==> src/rtl/mem_arb_pkg.sv <==
// Shared types and constants for the memory bus arbiter.
// Grant states, requester identities and the full-word byte select.
package mem_arb_pkg;

  typedef enum logic [1:0] {
    StIdle,
    StIfuRd,
    StLsuRd,
    StLsuWr
  } arb_state_t;

  typedef enum logic [1:0] {
    OwnNone,
    OwnIfu,
    OwnLsuRd,
    OwnLsuWr
  } arb_owner_t;

  localparam logic [3:0] SEL_WORD = 4'b1111;

  function automatic arb_state_t owner_to_state(arb_owner_t owner);
    case (owner)
      OwnIfu:   return StIfuRd;
      OwnLsuRd: return StLsuRd;
      OwnLsuWr: return StLsuWr;
      default:  return StIdle;
    endcase
  endfunction

endpackage

==> src/rtl/arb_age_counter.sv <==
// Saturating wait-age counter for the fetch requester.
// at_limit tells the arbiter that fetch has waited long enough to win outright.
module arb_age_counter #(
  parameter int unsigned STARVE_LIMIT = 4
) (
  input  logic clk,
  input  logic reset,
  input  logic inc,
  input  logic clr,
  output logic at_limit
);

  localparam int unsigned CntW = $clog2(STARVE_LIMIT + 1);
  localparam logic [CntW-1:0] Limit = CntW'(STARVE_LIMIT);

  logic [CntW-1:0] cnt_q, cnt_d;

  // Clear wins over increment; saturate rather than wrap.
  always_comb begin
    cnt_d = cnt_q;
    if (clr) begin
      cnt_d = '0;
    end else if (inc && (cnt_q != Limit)) begin
      cnt_d = cnt_q + 1'b1;
    end
  end

  always_ff @(posedge clk) begin
    if (reset) begin
      cnt_q <= '0;
    end else begin
      cnt_q <= cnt_d;
    end
  end

  assign at_limit = (cnt_q == Limit);

endmodule

==> src/rtl/mem_bus_arbiter.sv <==
// Shares one memory port between instruction fetch and the load/store unit.
// One transaction at a time, data side first, with an age-based fetch override.
module mem_bus_arbiter
  import mem_arb_pkg::*;
#(
  parameter int unsigned XLEN         = 32,
  parameter int unsigned STARVE_LIMIT = 4
) (
  input  logic            clk,
  input  logic            reset,
  input  logic            ifu_re,
  input  logic [XLEN-1:0] ifu_addr,
  output logic [XLEN-1:0] ifu_data,
  output logic            ifu_ack,
  input  logic            lsu_re,
  input  logic            lsu_we,
  input  logic [XLEN-1:0] lsu_addr,
  input  logic [3:0]      lsu_sel,
  input  logic [XLEN-1:0] lsu_wdata,
  output logic [XLEN-1:0] lsu_rdata,
  output logic            lsu_ack,
  output logic            mem_re,
  output logic            mem_we,
  output logic [XLEN-1:0] mem_addr,
  output logic [3:0]      mem_sel,
  output logic [XLEN-1:0] mem_wdata,
  input  logic [XLEN-1:0] mem_rdata,
  input  logic            mem_ack
);

  arb_state_t      state_q, state_d;
  arb_owner_t      winner;
  logic [XLEN-1:0] addr_q, addr_d;
  logic [XLEN-1:0] wdata_q, wdata_d;
  logic [3:0]      sel_q, sel_d;
  logic            re_q, re_d;
  logic            we_q, we_d;
  logic            age_at_limit;
  logic            age_inc;
  logic            age_clr;

  // A starved fetch beats everything; otherwise store > load > fetch.
  always_comb begin
    winner = OwnNone;
    if (ifu_re && age_at_limit) begin
      winner = OwnIfu;
    end else if (lsu_we) begin
      winner = OwnLsuWr;
    end else if (lsu_re) begin
      winner = OwnLsuRd;
    end else if (ifu_re) begin
      winner = OwnIfu;
    end
  end

  always_comb begin
    state_d = state_q;
    addr_d  = addr_q;
    wdata_d = wdata_q;
    sel_d   = sel_q;
    unique case (state_q)
      StIdle: begin
        state_d = owner_to_state(winner);
        unique case (winner)
          OwnIfu: begin
            addr_d = ifu_addr;
            sel_d  = SEL_WORD;
          end
          OwnLsuRd, OwnLsuWr: begin
            addr_d  = lsu_addr;
            sel_d   = lsu_sel;
            wdata_d = lsu_wdata;
          end
          default: ;
        endcase
      end
      // Granted: run to mem_ack even if the requester has gone away.
      default: begin
        if (mem_ack) begin
          state_d = StIdle;
        end
      end
    endcase
    re_d = (state_d == StIfuRd) || (state_d == StLsuRd);
    we_d = (state_d == StLsuWr);
  end

  always_ff @(posedge clk) begin
    if (reset) begin
      state_q <= StIdle;
      addr_q  <= '0;
      wdata_q <= '0;
      sel_q   <= '0;
      re_q    <= 1'b0;
      we_q    <= 1'b0;
    end else begin
      state_q <= state_d;
      addr_q  <= addr_d;
      wdata_q <= wdata_d;
      sel_q   <= sel_d;
      re_q    <= re_d;
      we_q    <= we_d;
    end
  end

  assign age_inc = ifu_re && (state_q != StIfuRd);
  assign age_clr = !ifu_re || ((state_q == StIdle) && (winner == OwnIfu));

  arb_age_counter #(
    .STARVE_LIMIT (STARVE_LIMIT)
  ) u_age_counter (
    .clk      (clk),
    .reset    (reset),
    .inc      (age_inc),
    .clr      (age_clr),
    .at_limit (age_at_limit)
  );

  // An ack for a request that was withdrawn is swallowed here.
  assign ifu_ack = mem_ack && (state_q == StIfuRd) && ifu_re;
  assign lsu_ack = mem_ack && (((state_q == StLsuRd) && lsu_re) ||
                               ((state_q == StLsuWr) && lsu_we));

  assign ifu_data  = mem_rdata;
  assign lsu_rdata = mem_rdata;
  assign mem_re    = re_q;
  assign mem_we    = we_q;
  assign mem_addr  = addr_q;
  assign mem_sel   = sel_q;
  assign mem_wdata = wdata_q;

endmodule

==> config.mk <==
export PLATFORM = sky130hd
export DESIGN_NAME = mem_bus_arbiter
export DESIGN_NICKNAME = d
export VERILOG_FILES = /design/src/rtl/mem_arb_pkg.sv /design/src/rtl/arb_age_counter.sv /design/src/rtl/mem_bus_arbiter.sv
export SDC_FILE = /design/constraint.sdc
export NUM_CORES = 1
export LEC_CHECK = 0
export BUFFER_PORTS_ARGS = -buffer_cell sky130_fd_sc_hd__buf_2
export CORE_AREA = 3 3 105 107
export CTS_BUF_LIST = sky130_fd_sc_hd__clkbuf_4 sky130_fd_sc_hd__clkbuf_8
export CTS_CLUSTER_DIAMETER = 50
export DETAILED_ROUTE_END_ITERATION = 7
export DIE_AREA = 0 0 108 110
export PLACE_DENSITY = 0.88
export SLEW_MARGIN = 20
export SYNTH_ARGS = -nofsm -noshare
export SYNTH_HDL_FRONTEND = slang
export SYNTH_SLANG_ARGS = --single-unit
==> constraint.sdc <==
create_clock -name clk -period 2.48 [get_ports clk]
set_clock_uncertainty 0.15 [all_clocks]
set_input_delay 0.124 -clock clk [delete_from_list [all_inputs] [get_ports clk]]
set_output_delay 0.124 -clock clk [all_outputs]
set_load 0.02 [all_outputs]
==> results.ini, run 1 <==
[setup_path]
worstSetupStartpointType=register
path_max_fanout=32
setup.worst_path.end_class=register
ff2ff_path_depth=7
cp.buffers_inverters=3
cp_top_family=buffers and inverters
crit_path_top_delay_cell=dlygate4sd3_1
max_stage_delay_ns=0.63
worst-path-stages=7
worstSetupPathType=register to register
crit_chain=inv_1 -> ha_2 -> and3_1 -> buf_6 -> o21ai_0 -> a311oi_1 -> dlygate4sd3_1
cp.arrival_ns=2.58
required_ns=2.60

[die]
ios=274
die_h_um=110
die_x_um=108
rows=37
core_um2=10200
design.die.area_um2=11900
start_util=0.409

[cells_and_area]
nets=795
diodes=0
drive_gt1_frac=0.419
layout_commonest_cell=buf_2
fin_cells=794
final_area_um2=5940
seqCellArea_um2=1500
finish.utilization=0.580
syn_to_final_growth_pct=41.8
nFillCells=854
mostFrequentLayoutCells=buf_2 (177), dlygate4sd3_1 (103), dfxtp_1 (75)
multiInputGateArea_um2=1860

[timing]
finalSetupTns_ns=0
worst_pin_slew_ns=0.672
fin_ws_ns=0.0290
finalHoldViolCount=0
setup_viol=0
timing.max_slew.rel_slack=0.552
max_freq_mhz=408
period_needed_ns=2.45
period_share=0.988
final_max_slew_viol_count=0
hold_slack_ns=0.0980

[logic_synthesis]
avgSynthCellArea_um2=9.03
synth_area_leaders=dfxtp_1 (36%), buf_4 (11%), a311oi_2 (11%), a311oi_1 (7.1%), a31o_2 (5.6%)
yosysTopAreaCellShare=0.359
yosysWarnings=0
ys_seq_area_frac=0.359
syn-cell-area_um2=4190
syn_inst=464
syn-num-nets=605
yosysUniqueCellTypes=36
synth_area_leader_cell=dfxtp_1
synth-seq-cells=75

[power_and_ir_drop]
ir_drop_uv=376
leakage_nw=2.62
power.total_mw=3.86
power_density_nw_per_um2=650

[placed_design]
place.gp.congestion=0.833
dpl_worst_slack_ns=0.208
postPlaceCellArea_um2=4640
port_buffers=177
dp_hpwl_mm=8.65
dp.cells=675

[run]
maxCapViolCount=0

[drt]
vias=4561
drt_iter0_drc=535
dr.pass1.iters=5
viasPerCell=5.74
routed_wl_mm=15.1
drcViolationCount=0
antenna_left=0
wl_per_cell_um=19.1

[global_route]
grt_max_degree=52
grt_overflow=0
grt_antenna_before_repair=0
grt_pass1_wl_mm=22.5
track_usage=0.238
grt_pass1_vias=4485

[clocking]
numCtsBuffers=9
clock_path_buffers=2
cts_tree=done
clk_pin_slew_ns=0.08
cts.sinks=75
cts-htree-levels=3
cts_root_buf=clkbuf_8
clk_latency_ns=0.33

[hold_path]
whs_path_depth=0
min_path_type=input port to primary output

[run_status]
status=finished, final reports clean

==> cell families (layout without fill, tap and decap cells) <==
| logic type | after synthesis | count (layout) | synth area share |
|---|---|---|---|
| compound gates | 177 | 177 | 0.354 |
| buf+inv | 151 | 344 | 0.204 |
| flops | 75 | 75 | 0.359 |
| simple gates | 57 | 58 | 0.0720 |
| fa+ha+maj | 3 | 3 | 0.00896 |
| mux | 1 | 1 | 0.00239 |
==> what timing repair did <==
item                       in CTS  in global routing
setup buffers                   0                  0
hold endpoints to repair       72                  0
gates resized for setup         0                  4
setup endpoints to repair       0                 32
hold buffers                  103                  0
==> where the power goes <==
part | switching, mW | total [mW] | internal, mW
Sequential | 0.0911 | 1.45 | 1.36
Combinational | 0.690 | 1.24 | 0.552
Clock | 0.449 | 1.17 | 0.719
Total | 1.23 | 3.86 | 2.63
==> flip-flops by register name, indices dropped and copies added, names as in the netlist <==
register / cells
mem_addr: 32
mem_wdata: 32
mem_sel: 4
u_age_counter.cnt_q: 3
state_q: 2
mem_re: 1
mem_we: 1
==> layer usage <==
layer | track usage | vias up | wire length, µm
met4 | 0.109 | 0 | 469
met5 | 0 | - | 0
met1 | 0.244 | 2131 | 5430
li1 | - | 2038 | -
met2 | 0.445 | 335 | 7830
met3 | 0.0681 | 57 | 1410
==> layout make-up <==
| class | count | share of cell area |
|---|---|---|
| inverters | 36 | 0.0228 |
| well taps | 136 | 0.0287 |
| clock buffers | 11 | 0.0255 |
| flip-flops and latches | 75 | 0.253 |
| multi-input cells | 239 | 0.313 |
| clock inverters | 4 | 0.0164 |
| repair buffers | 293 | 0.340 |
==> worst reg2reg max path, delay by kind of cell (launching register included) <==
family | cells | cell delay [ns]
buffers and inverters | 3 | 0.96
flip-flops | 1 | 0.34
adder cells (fa/ha/maj) | 1 | 0.25
AND/OR/NAND/NOR | 1 | 0.19
AO/OA/AOI/OAI | 2 | 0.51
==> final timing paths <==
| kind | startpoint | end | slack [ns] |
|---|---|---|---|
| setup / recovery | u_age_counter.cnt_q[0]$_SDFFE_PP0P_ | mem_addr[0]$_SDFFE_PP0P_ | 0.03 |
| hold / removal | mem_rdata[18] | ifu_data[18] | 0.1 |
| setup reg to reg | u_age_counter.cnt_q[0]$_SDFFE_PP0P_ | mem_addr[0]$_SDFFE_PP0P_ | 0.03 |
| hold reg to reg | u_age_counter.cnt_q[0]$_SDFFE_PP0P_ | u_age_counter.cnt_q[0]$_SDFFE_PP0P_ | 0.38 |
==> cells in the mapped netlist (all sizes together) <==
master,n
nand4,2
o21ai,32
o221a,4
nand2,4
a21bo,1
dfxtp,75
mux2i,1
or3,1
o22ai,1
nor4b,1
a311oi,64
a211o,1
a21oi,36
a31oi,1
and3,3
inv,36
or2,1
a31o,32
nor2,3
clkbuf,36
buf,79
nand2b,3
o2bb2ai,1
nor2b,3
a211oi,1
and2,2
o31ai,3
ha,3
nand3,34
Note: power is estimated with default switching activity, not from simulation.
==> run 2: changes to the inputs <==
clock period = 2.42 ns   (was 2.48 ns; I/O delays follow)
==> run 2 against run 1 <==
Worst setup slack gained 0.19 ns. Global-route usage shrank 0.42 points. Utilization shrank 0.40 points. Sequential power is essentially flat. Non-clock buffer count shrank 3. Wire length shrank 4.2%. Via count shrank 2.3%. Clock power is essentially flat. Sequential share of layout area grew 0.18 points. Worst hold slack lost 0.0060 ns. Final cell count shrank 0.50%.
==> results.ini, run 2 (synthesis results as in run 1) <==
[run_status]
status=finished, final reports clean

[cells_and_area]
syn_to_final_growth_pct=40.8
layout_commonest_cell=buf_2
mostFrequentLayoutCells=buf_2 (177), dlygate4sd3_1 (103), dfxtp_1 (75)
drive_gt1_frac=0.414
diodes=0
fin_cells=790
nFillCells=808
nets=791

[drt]
antenna_left=0
wl_per_cell_um=18.4
drcViolationCount=0
dr.pass1.iters=5
vias=4454
viasPerCell=5.64
drt_iter0_drc=365
routed_wl_mm=14.5

[global_route]
grt_antenna_before_repair=0
grt_pass1_vias=4379
track_usage=0.233
grt_max_degree=65
grt_pass1_wl_mm=21.9
grt_overflow=0

[setup_path]
crit_chain=inv_1 -> ha_1 -> nand3_2 -> buf_4 -> nand3_1 -> a311oi_2
crit_path_top_delay_cell=buf_4
path_max_fanout=64
cp.arrival_ns=2.30
reg2reg_slack_ns=0.22
rr_endpoint=mem_addr[15]$_SDFFE_PP0P_
ff2ff_path_depth=6
max_stage_delay_ns=0.53
worstSetupPathType=register to register
setup.worst_path.end_class=register
required_ns=2.52
worstSetupStartpointType=register
rr_startpoint=u_age_counter.cnt_q[0]$_SDFFE_PP0P_

[clocking]
clk_latency_ns=0.34
cts-htree-levels=3
ctsResizeCount=0
cts_tree=done
clk_pin_slew_ns=0.08
numCtsBuffers=9
cts_root_buf=clkbuf_8
clock_path_buffers=2
cts.sinks=75

[die]
start_util=0.409
rows=37
core_um2=10200
die_h_um=110
die_x_um=108
ios=274
design.die.area_um2=11900

[hold_path]
hp-start=mem_rdata[18]
holdPathEnd=ifu_data[18]
whs_path_depth=0
min_path_type=input port to primary output

[timing]
finalHoldViolCount=0
timing.max_slew.rel_slack=0.528
setup_viol=0
period_share=0.909
worst_pin_slew_ns=0.708
max_freq_mhz=455
final_max_slew_viol_count=0
finalSetupTns_ns=0
period_needed_ns=2.20
rsz0062_at_grt=no

[placed_design]
dp_hpwl_mm=8.50
place.gp.congestion=0.728
dp.cells=672
port_buffers=177

[power_and_ir_drop]
leakage_nw=2.55
ir_drop_uv=338
power_density_nw_per_um2=651

[run]
maxCapViolCount=0

-- run 2: cell count changes in the layout (fill, tap and decap cells not counted), sizes merged --
cell and delta:
buf -3, and2 -1
-- run 2: area by class of cell --
class,count,area [µm²],share of cell area
repair buffers,290,1990,0.338
multi-input cells,238,1850,0.314
flip-flops and latches,75,1500,0.255
well taps,136,170,0.0289
clock buffers,11,151,0.0257
inverters,36,135,0.0229
clock inverters,4,97.6,0.0165
-- run 2: how the worst max path moves through the flow --
stage / startpoint / end / cells past startpoint
final: u_age_counter.cnt_q[0]$_SDFFE_PP0P_ / mem_addr[15]$_SDFFE_PP0P_ / 6
after global routing: u_age_counter.cnt_q[0]$_SDFFE_PP0P_ / mem_addr[15]$_SDFFE_PP0P_ / 6
after CTS: u_age_counter.cnt_q[0]$_SDFFE_PP0P_ / mem_wdata[9]$_SDFFE_PP0P_ / 5
after detailed placement: u_age_counter.cnt_q[0]$_SDFFE_PP0P_ / mem_wdata[9]$_SDFFE_PP0P_ / 5
after global placement: u_age_counter.cnt_q[0]$_SDFFE_PP0P_ / mem_wdata[11]$_SDFFE_PP0P_ / 5
after floorplan: u_age_counter.cnt_q[0]$_SDFFE_PP0P_ / mem_addr[10]$_SDFFE_PP0P_ / 7
-- run 2: timing repair --
| item | in CTS | in global routing |
|---|---|---|
| endpoints found under the hold margin | 72 | 0 |
| setup buffers | 0 | 0 |
| hold buffers | 103 | 0 |
-- run 2: per-layer routing --
metal,up-vias,track usage,share of wire
li1,2023,-,-
met3,62,0.0676,0.092
met5,-,0,0
met2,328,0.426,0.50
met1,2041,0.248,0.37
met4,0,0.110,0.038
-- run 2: power breakdown --
part / leakage, nW / internal (mW) / switching [mW]
sequential: 0.620 / 1.39 / 0.0900
clock: 0.122 / 0.736 / 0.446
combinational: 1.81 / 0.498 / 0.675
-- run 2: critical path, delay by kind of cell (launching register included) --
kind / cells / cell delay [ns]
AOI/OAI and AO/OA: 1 / 0.33
adders and majority gates: 1 / 0.28
buffers and inverters: 2 / 0.60
DFF: 1 / 0.35
and+or+nand+nor: 2 / 0.32
-- run 2: stage by stage --
step	area [µm²]	util	power, mW	hold slack, ns	setup slack [ns]
5_1_grt	5900	0.576	4.02	0.0921	0.119
3_5_place_dp	4620	0.451	2.53	0.0922	0.123
6_report	5900	0.576	3.84	0.0920	0.220
2_1_floorplan	4190	-	2.35	0.106	0.613
4_1_cts	5900	0.576	3.85	0.0922	0.104
3_3_place_gp	4620	0.451	2.49	0.0922	0.268
